===== src/rtl/div_unit_pkg.sv =====
// Shared types and constants for the multi-cycle radix-2 restoring divider.
package div_unit_pkg;

  localparam int DIV_DATA_W = 32;
  localparam int DIV_CNT_W  = 6;

  typedef enum logic [1:0] {
    DivFree   = 2'b00,
    DivByZero = 2'b01,
    DivOn     = 2'b10,
    DivEnd    = 2'b11
  } div_state_t;

  localparam logic DivResultReady    = 1'b1;
  localparam logic DivResultNotReady = 1'b0;
  localparam logic DivStart          = 1'b1;
  localparam logic DivStop           = 1'b0;

  localparam logic [DIV_CNT_W-1:0] DivCntEnd = DIV_CNT_W'(DIV_DATA_W);

endpackage


===== src/rtl/div_unit.sv =====
// Multi-cycle divider for DIV/DIVU: one restoring step per cycle, result as
// {remainder, quotient}. Handshake: start_i is held high until ready_o has been seen.
module div_unit
  import div_unit_pkg::*;
#(
  parameter int DATA_W = DIV_DATA_W,
  parameter int CNT_W  = DIV_CNT_W
) (
  input  logic                clk,
  input  logic                rst,
  input  logic                signed_div_i,
  input  logic [DATA_W-1:0]   opdata1_i,
  input  logic [DATA_W-1:0]   opdata2_i,
  input  logic                start_i,
  input  logic                annul_i,
  output logic [2*DATA_W-1:0] result_o,
  output logic                ready_o,
  output div_state_t          dbg_state
);

  localparam logic [CNT_W-1:0] CntLast = CNT_W'(DATA_W);

  div_state_t            state, state_nxt;
  logic [CNT_W-1:0]      cnt, cnt_nxt;
  logic [2*DATA_W:0]     work, work_nxt;
  logic [DATA_W-1:0]     dvsr, dvsr_nxt;
  logic                  sg, sg_nxt, sgn1, sgn1_nxt, sgn2, sgn2_nxt;
  logic [2*DATA_W-1:0]   result_nxt;
  logic                  ready_nxt;
  logic [DATA_W:0]       sub_t;
  logic [DATA_W-1:0]     abs_a, abs_b, q_fix, r_fix;

  assign sub_t = {1'b0, work[2*DATA_W-1:DATA_W]} - {1'b0, dvsr};
  assign abs_a = (signed_div_i && opdata1_i[DATA_W-1]) ? -opdata1_i : opdata1_i;
  assign abs_b = (signed_div_i && opdata2_i[DATA_W-1]) ? -opdata2_i : opdata2_i;
  assign dbg_state = state;

  always_comb begin
    state_nxt  = state;
    cnt_nxt    = cnt;
    work_nxt   = work;
    dvsr_nxt   = dvsr;
    sg_nxt     = sg;
    sgn1_nxt   = sgn1;
    sgn2_nxt   = sgn2;
    result_nxt = result_o;
    ready_nxt  = ready_o;
    q_fix      = work[DATA_W-1:0];
    r_fix      = work[2*DATA_W:DATA_W+1];
    case (state)
      DivFree: begin
        ready_nxt  = DivResultNotReady;
        result_nxt = '0;
        if (start_i == DivStart && !annul_i) begin
          if (opdata2_i == '0) begin
            state_nxt = DivByZero;
          end else begin
            state_nxt = DivOn;
            cnt_nxt   = '0;
            work_nxt  = {{DATA_W{1'b0}}, abs_a, 1'b0};
            dvsr_nxt  = abs_b;
            sg_nxt    = signed_div_i;
            sgn1_nxt  = opdata1_i[DATA_W-1];
            sgn2_nxt  = opdata2_i[DATA_W-1];
          end
        end
      end
      DivByZero: begin
        if (annul_i) begin
          state_nxt = DivFree;
        end else begin
          work_nxt   = '0;
          state_nxt  = DivEnd;
          result_nxt = '0;
          ready_nxt  = DivResultReady;
        end
      end
      DivOn: begin
        if (annul_i) begin
          state_nxt  = DivFree;
          cnt_nxt    = '0;
          ready_nxt  = DivResultNotReady;
          result_nxt = '0;
        end else if (cnt != CntLast) begin
          // Borrow out of the trial subtraction means the divisor did not fit.
          if (sub_t[DATA_W]) work_nxt = {work[2*DATA_W-1:0], 1'b0};
          else               work_nxt = {sub_t[DATA_W-1:0], work[DATA_W-1:0], 1'b1};
          cnt_nxt = cnt + CNT_W'(1);
        end else begin
          if (sg && (sgn1 ^ sgn2)) q_fix = -work[DATA_W-1:0];
          if (sg && sgn1)          r_fix = -work[2*DATA_W:DATA_W+1];
          result_nxt = {r_fix, q_fix};
          ready_nxt  = DivResultReady;
          state_nxt  = DivEnd;
          cnt_nxt    = '0;
        end
      end
      DivEnd: begin
        if (start_i == DivStop) begin
          state_nxt  = DivFree;
          ready_nxt  = DivResultNotReady;
          result_nxt = '0;
        end
      end
      default: state_nxt = DivFree;
    endcase
  end

  always_ff @(posedge clk or negedge rst) begin
    if (!rst) begin
      state    <= DivFree;
      cnt      <= '0;
      work     <= '0;
      dvsr     <= '0;
      sg       <= 1'b0;
      sgn1     <= 1'b0;
      sgn2     <= 1'b0;
      result_o <= '0;
      ready_o  <= DivResultNotReady;
    end else begin
      state    <= state_nxt;
      cnt      <= cnt_nxt;
      work     <= work_nxt;
      dvsr     <= dvsr_nxt;
      sg       <= sg_nxt;
      sgn1     <= sgn1_nxt;
      sgn2     <= sgn2_nxt;
      result_o <= result_nxt;
      ready_o  <= ready_nxt;
    end
  end

endmodule


===== config.mk =====
export PLATFORM = sky130hd
export DESIGN_NAME = div_unit
export DESIGN_NICKNAME = d
export VERILOG_FILES = /design/src/rtl/div_unit_pkg.sv /design/src/rtl/div_unit.sv
export SDC_FILE = /design/constraint.sdc
export NUM_CORES = 1
export LEC_CHECK = 0
export CAP_MARGIN = 25
export CORE_ASPECT_RATIO = 1.75
export CORE_MARGIN = 4
export CORE_UTILIZATION = 50
export CTS_BUF_LIST = sky130_fd_sc_hd__clkbuf_16
export CTS_CLUSTER_DIAMETER = 30
export DETAILED_ROUTE_END_ITERATION = 16
export HOLD_SLACK_MARGIN = 0.12
export PLACE_DENSITY = 0.8
export SYNTH_ARGS = -nofsm -noshare
export SYNTH_HDL_FRONTEND = slang
export SYNTH_SLANG_ARGS = --single-unit

===== constraint.sdc =====
create_clock -name clk -period 4 [get_ports clk]
set_input_delay 0.8 -clock clk [delete_from_list [all_inputs] [get_ports clk]]
set_output_delay 0.8 -clock clk [all_outputs]
set_load 0.03 [all_outputs]

==> results.yml, run 1 <==
clock_network:
  cts_root_buf: "clkbuf_16"
  cts_made_buffers: 17
  cts_hold_buf: 0
  cts_tree: "done"
  cts_setup_buffers: 0
  h-tree-depth: 4
  clk_latency_ns: 0.44
  clockBufferDepth: 2
  path_clk_slew_ns: 0.06
  cts.repair.resized: 0
  cts_num_sinks: 173
synth:
  synth_warnings: 0
  synth-adder-area-share: 0.05012
  syn-num-nets: 1469
  synth_area_leaders: "dfrtp_1 (38%), o21ai_0 (9.0%), nand2_1 (7.3%), xor2_1 (6.8%), ha_1 (4.8%)"
  synth_top_family_by_area: "compound AO/OA/AOI/OAI gates"
  synth_common_cells: "nand2_1 (220), o21ai_0 (204), dfrtp_1 (173)"
  muxShareOfSynthArea: 0.02396
  synth-seq-cells: 173
  synth_xor_area_frac: 0.1139
  avgSynthCellArea_sq_um: 8.402
  syn_inst: 1355
  synth_ff_type: "dfrtp_1"
  postSynth.asyncResetShare: 1.000
  synth_top_area_share: 0.3803
  synth_top_area_cell: "dfrtp_1"
  synth_area_sq_um: 11380
  synth_edf_count: 0
  synthSimpleGateAreaFrac: 0.1762
  synth_compound_area_frac: 0.2147
  synth_most_common_cell: "nand2_1"
  ys_types: 71
  yosysSeqAreaShare: 0.3803
timing:
  tightest_slew_ns: 0.8459
  final.period_utilization: 0.9366
  fin_crit_ns: 3.746
  setup_violations: 0
  finalSetupTns_ns: 0
  timing_hold_violations_final: 0
  max_freq_ghz: 0.2669
  rsz0062_at_grt: "no"
  slew_violations: 0
  finClkSkew_ns: 0.008872
  slew_headroom: 0.4361
grt:
  grt_max_degree: 71
  grt.overflow.total: 0
  first_global_vias: 10010
  grt_pass1_wl_um: 48110
  antenna_found_initial: 0
  grt_use_total: 0.2344
pwr:
  switchingPower_uw: 4262
  p_seq_frac: 0.289
  internal_power_uw: 5071
  comb_power_share: 0.543
  vdd_ir_drop_max_mv: 0.4008
  leakagePower_uw: 0.006019
  pwr-share-clk: 0.168
  p_sw_frac: 0.4566
  power.density_nw_per_um2: 681.8
die:
  die_y_um: 207.6
  design.die.area_sq_um: 25340
  design.core.area_sq_um: 22250
  die_w_um: 122.1
  start_util: 0.5116
  ios: 136
  row_count: 72
finish:
  num-nets-final: 1584
  fillers: 1930
  multi_input_area_sq_um: 6608
  area_growth_pct: 20.24
  post-route-util: 0.6152
  diodes: 0
  regArea_sq_um: 4329
  drive_above_1_share: 0.05597
  fin_area_sq_um: 13690
  final_cells: 1779
hold_path:
  min_path_type: "primary input to asynchronous set/reset pin"
detailed_routing:
  wirelength_um: 29820
  vias: 10110
  drt-vias-per-instance: 5.682
  dr.pass1.iters: 6
  initialDrtViolationCount: 560
  detail-route-antenna-nets: 0
  drc: 0
  wire_per_inst_um: 16.76
run:
  maxCapViolCount: 0
place:
  place_area_sq_um: 13110
  place_congestion: 0.8782
  port_buffers: 135
  place_inst: 1746
  dpl.hpwl_um: 22700
worst_setup_path:
  crit_required_ns: 4.32
  worstSetupPathType: "flip-flop to flip-flop"
  critPathLaunchType: "flip-flop"
  arrival_ns: 4.07
  r2r-start: "work[32]"
  cp-end-kind: "flip-flop"
  path_max_fanout: 12
  setup.worst_path.start: "work[32]"
status:
  status: "completed"
critical path, cell delays in order, from the launching register on:
cell and delay [ns]:
dfrtp_1 0.37, inv_1 0.11, ha_1 0.23, fa_1 0.40
nand2b_1 0.18, a21oi_1 0.18, o21ai_0 0.24, a2111oi_1 0.58
buf_4 0.21, o211ai_1 0.08, nand2_1 0.18, a311oi_4 0.22
buf_4 0.26, a21o_1 0.18, o221a_2 0.21
layout make-up:
class,count,area share
multi-input cells,1061,0.4827
flip-flops and latches,173,0.3162
repair buffers,162,0.1187
clock buffers,17,0.03108
well taps,296,0.02705
inverters,55,0.01508
clock inverters,15,0.009140
power groups by stage:
stage	Clock (uW)	Sequential [uW]	Combinational (uW)
final	1570	2700	5070
after global routing	1670	2760	5570
after CTS	1590	2690	5010
after detailed placement	0	2720	4980
after global placement	0	2700	4850
after floorplan	0	2880	3320
cell usage in the layout (no fill, tap or decap), types with 4 or more instances in the layout:
master	n
o211ai_1	9
nand4_1	12
nand2_1	220
ha_1	44
a31oi_1	12
o41ai_1	10
and2_1	8
nor2_1	75
inv_1	57
o22ai_1	5
nor4_1	8
clkbuf_16	17
dfrtp_1	173
or4_1	5
buf_4	22
o31ai_1	15
and3_1	11
o21ai_0	204
or2_2	6
a21o_1	15
nor3_1	22
a211oi_1	6
xor2_1	88
nand3_1	12
clkinvlp_4	4
clkdlybuf4s50_1	134
a22oi_1	27
a21oi_1	69
nor2b_1	11
or3_1	13
xnor2_1	60
mux2i_1	25
o21a_1	4
nand2b_1	12
buf_12	4
stage by stage:
stage | hold WS [ns] | power, uW | setup WS, ns
after detailed placement | 0.4691 | 7698 | 0.2654
after CTS | 0.3790 | 9283 | 0.2546
after global routing | 0.3959 | 10000 | 0.06772
after floorplan | 0.4451 | 6199 | 0.9519
after global placement | 0.4600 | 7549 | 0.3002
final | 0.3554 | 9333 | 0.2537
registers in the layout, indices dropped and copies added (netlist names):
| register | flops |
|---|---|
| work | 65 |
| result_o | 64 |
| dvsr | 32 |
| cnt | 6 |
| dbg_state | 2 |
| ready_o | 1 |
| sg | 1 |
| sgn1 | 1 |
| sgn2 | 1 |
cell families (layout without fill, tap and decap cells):
| group | count (synthesis) | after routing |
|---|---|---|
| and+or+nand+nor | 436 | 436 |
| AOI/OAI and AO/OA | 405 | 405 |
| DFF | 173 | 173 |
| xor gates and xnor gates | 148 | 148 |
| buffers and inverters | 121 | 249 |
| adders and majority gates | 45 | 45 |
| muxes | 27 | 27 |
worst paths after layout:
path	end	slack (ns)	cells past startpoint
setup reg to reg	work[50]	0.25	14
hold reg to reg	result_o[22]	0.47	2
hold / removal	result_o[4]	0.36	1
max in group asynchronous	work[28]	2.65	2
setup / recovery	work[50]	0.25	14
min in group clk	result_o[22]	0.47	2
metal layers:
layer  GRT usage  vias up  part of all wire
li1            -     4982                 -
met3     0.02590       81             0.034
met1      0.2552     4781              0.39
met2      0.4410      264              0.54
met5           0        -                 0
met4      0.1114        0             0.040
Power figures use the tool's default switching activity.
==> run 2: changes to the inputs <==
==> constraint.sdc (replaced) <==
create_clock -name clk -period 4.49 [get_ports clk]
set_input_delay 0.898 -clock clk [delete_from_list [all_inputs] [get_ports clk]]
set_output_delay 0.898 -clock clk [all_outputs]
set_load 0.03 [all_outputs]
==> results.yml, run 2 (same netlist as run 1, synthesis figures left out) <==
timing:
  finClkSkew_ns: 0.007545
  slew_violations: 0
  max_freq_ghz: 0.2557
  finalSetupTns_ns: 0
  timing_hold_violations_final: 0
  slew_headroom: 0.3211
  tightest_slew_ns: 1.017
  final.period_utilization: 0.8710
  setup_violations: 0
  fin_ws_ns: 0.5793
  fin_crit_ns: 3.911
  rsz0062_at_grt: "no"
finish:
  final_common_cell: "nand2_1"
  drive_above_1_share: 0.05664
  final_cell_mix: "nand2_1 (220), o21ai_0 (204), dfrtp_1 (173)"
  fillers: 1910
  regMostFlops: "work"
  largest_reg_flops: 65
  area_growth_pct: 20.67
  final_cells: 1780
  num-nets-final: 1584
  largest_registers: "work x65, result_o x64, dvsr x32"
run:
  maxCapViolCount: 0
place:
  port_buffers: 135
  dpl.hpwl_um: 22610
  dp_slack_ns: 0.4891
  place_congestion: 0.8734
  place_inst: 1746
grt:
  grt_use_met2: 0.4412
  met1_usage: 0.2555
  grt_use_total: 0.2341
  grt_max_degree: 109
  gr-max-usage-layer: "met2"
  antenna_found_initial: 1
  first_global_vias: 10130
  grt.overflow.total: 0
  grt_pass1_wl_um: 48110
  met3_usage: 0.02999
worst_setup_path:
  critPathLaunchType: "flip-flop"
  worstSetupPathType: "flip-flop to flip-flop"
  path_max_fanout: 16
  arrival_ns: 4.26
  cp-end-kind: "flip-flop"
  crit_required_ns: 4.84
clock_network:
  cts_setup_buffers: 0
  clockBufferDepth: 2
  cts.repair.resized: 0
  cts_tree: "done"
  cts_made_buffers: 17
  cts_root_buf: "clkbuf_16"
  path_clk_slew_ns: 0.07
  h-tree-depth: 4
  clk_latency_ns: 0.43
  cts_num_sinks: 173
  cts_hold_buf: 0
die:
  die_w_um: 122.1
  die_y_um: 207.6
  ios: 136
  design.core.area_sq_um: 22250
  row_count: 72
  design.die.area_sq_um: 25340
  start_util: 0.5116
detailed_routing:
  dr.pass1.iters: 5
  wirelength_um: 29600
  drc: 0
  detail-route-antenna-nets: 0
  drt-vias-per-instance: 5.674
  wire_per_inst_um: 16.63
  vias: 10100
  initialDrtViolationCount: 586
pwr:
  leakagePower_uw: 0.006039
  p_sw_frac: 0.4476
  vdd_ir_drop_max_mv: 0.2967
  comb_power_share: 0.536
  total_power_uw: 8401
  p_seq_frac: 0.286
  switchingPower_uw: 3760
  power.density_nw_per_um2: 611.5
  pwr-share-clk: 0.178
  internal_power_uw: 4641
status:
  status: "completed"
hold_path:
  min_path_type: "primary input to asynchronous set/reset pin"
## run 2: cell count changes in the layout (fill, tap and decap cells not counted)
cell | before | now
bufinv_16 | 1 | 3
clkinv_1 | 1 | 2
clkinv_2 | 2 | 3
clkinv_4 | 2 | 3
clkinvlp_4 | 4 | 2
diode_2 | 0 | 1
inv_1 | 57 | 55
inv_6 | 3 | 2
## run 2: layout make-up
type	count	area, sq um	share of cell area
multi-input cells	1061	6608	0.4810
flip-flops and latches	173	4329	0.3151
repair buffers	162	1625	0.1183
clock buffers	17	425.4	0.03097
well taps	296	370.4	0.02696
inverters	55	206.4	0.01503
clock inverters	15	171.4	0.01248
diodes	1	2.502	0.0001821
## run 2: path summary, 6_finish.rpt
path,start,end,slack [ns],cells after the start
max in group asynchronous,rst,work[37],3.48,2
hold reg to reg,result_o[23],result_o[23],0.48,2
setup / recovery,work[32],work[34],0.58,13
setup reg to reg,work[32],work[34],0.58,13
hold / removal,rst,work[7],0.31,1
min in group clk,result_o[23],result_o[23],0.48,2
## run 2: critical path, cell delays in order (launching register included)
cell and delay [ns]:
dfrtp_1 0.39, inv_1 0.16, ha_1 0.20, fa_1 0.20, nand2b_1 0.14, a21oi_1 0.08, o21ai_0 0.41, a2111oi_1 0.24
o211ai_1 0.23, nand2_1 0.16, a311oi_4 0.89, buf_12 0.25, mux2_2 0.35, o22ai_1 0.10
## run 2: through the flow
step / hold slack, ns / instance area (sq um) / util
after CTS: 0.4821 / 13710 / 0.6161
after floorplan: 0.4451 / 11380 / -
final: 0.3098 / 13740 / 0.6174
after global routing: 0.3099 / 13740 / 0.6174
after global placement: 0.4596 / 13110 / 0.5892
after detailed placement: 0.4691 / 13110 / 0.5892
## run 2: routing by layer
metal  vias up  wire [um]
met3        69       1144
met2       271      16210
met1      4767      11250
li1       4993          -
met4         0        989
met5         -          0
## run 2: power by group through the flow
stage	registers [uW]	clock network (uW)	logic (uW)
6_report	2410	1500	4500
5_1_grt	2460	1590	4960
4_1_cts	2400	1510	4510
3_5_place_dp	2430	0	4470
3_3_place_gp	2400	0	4350
2_1_floorplan	2560	0	2960
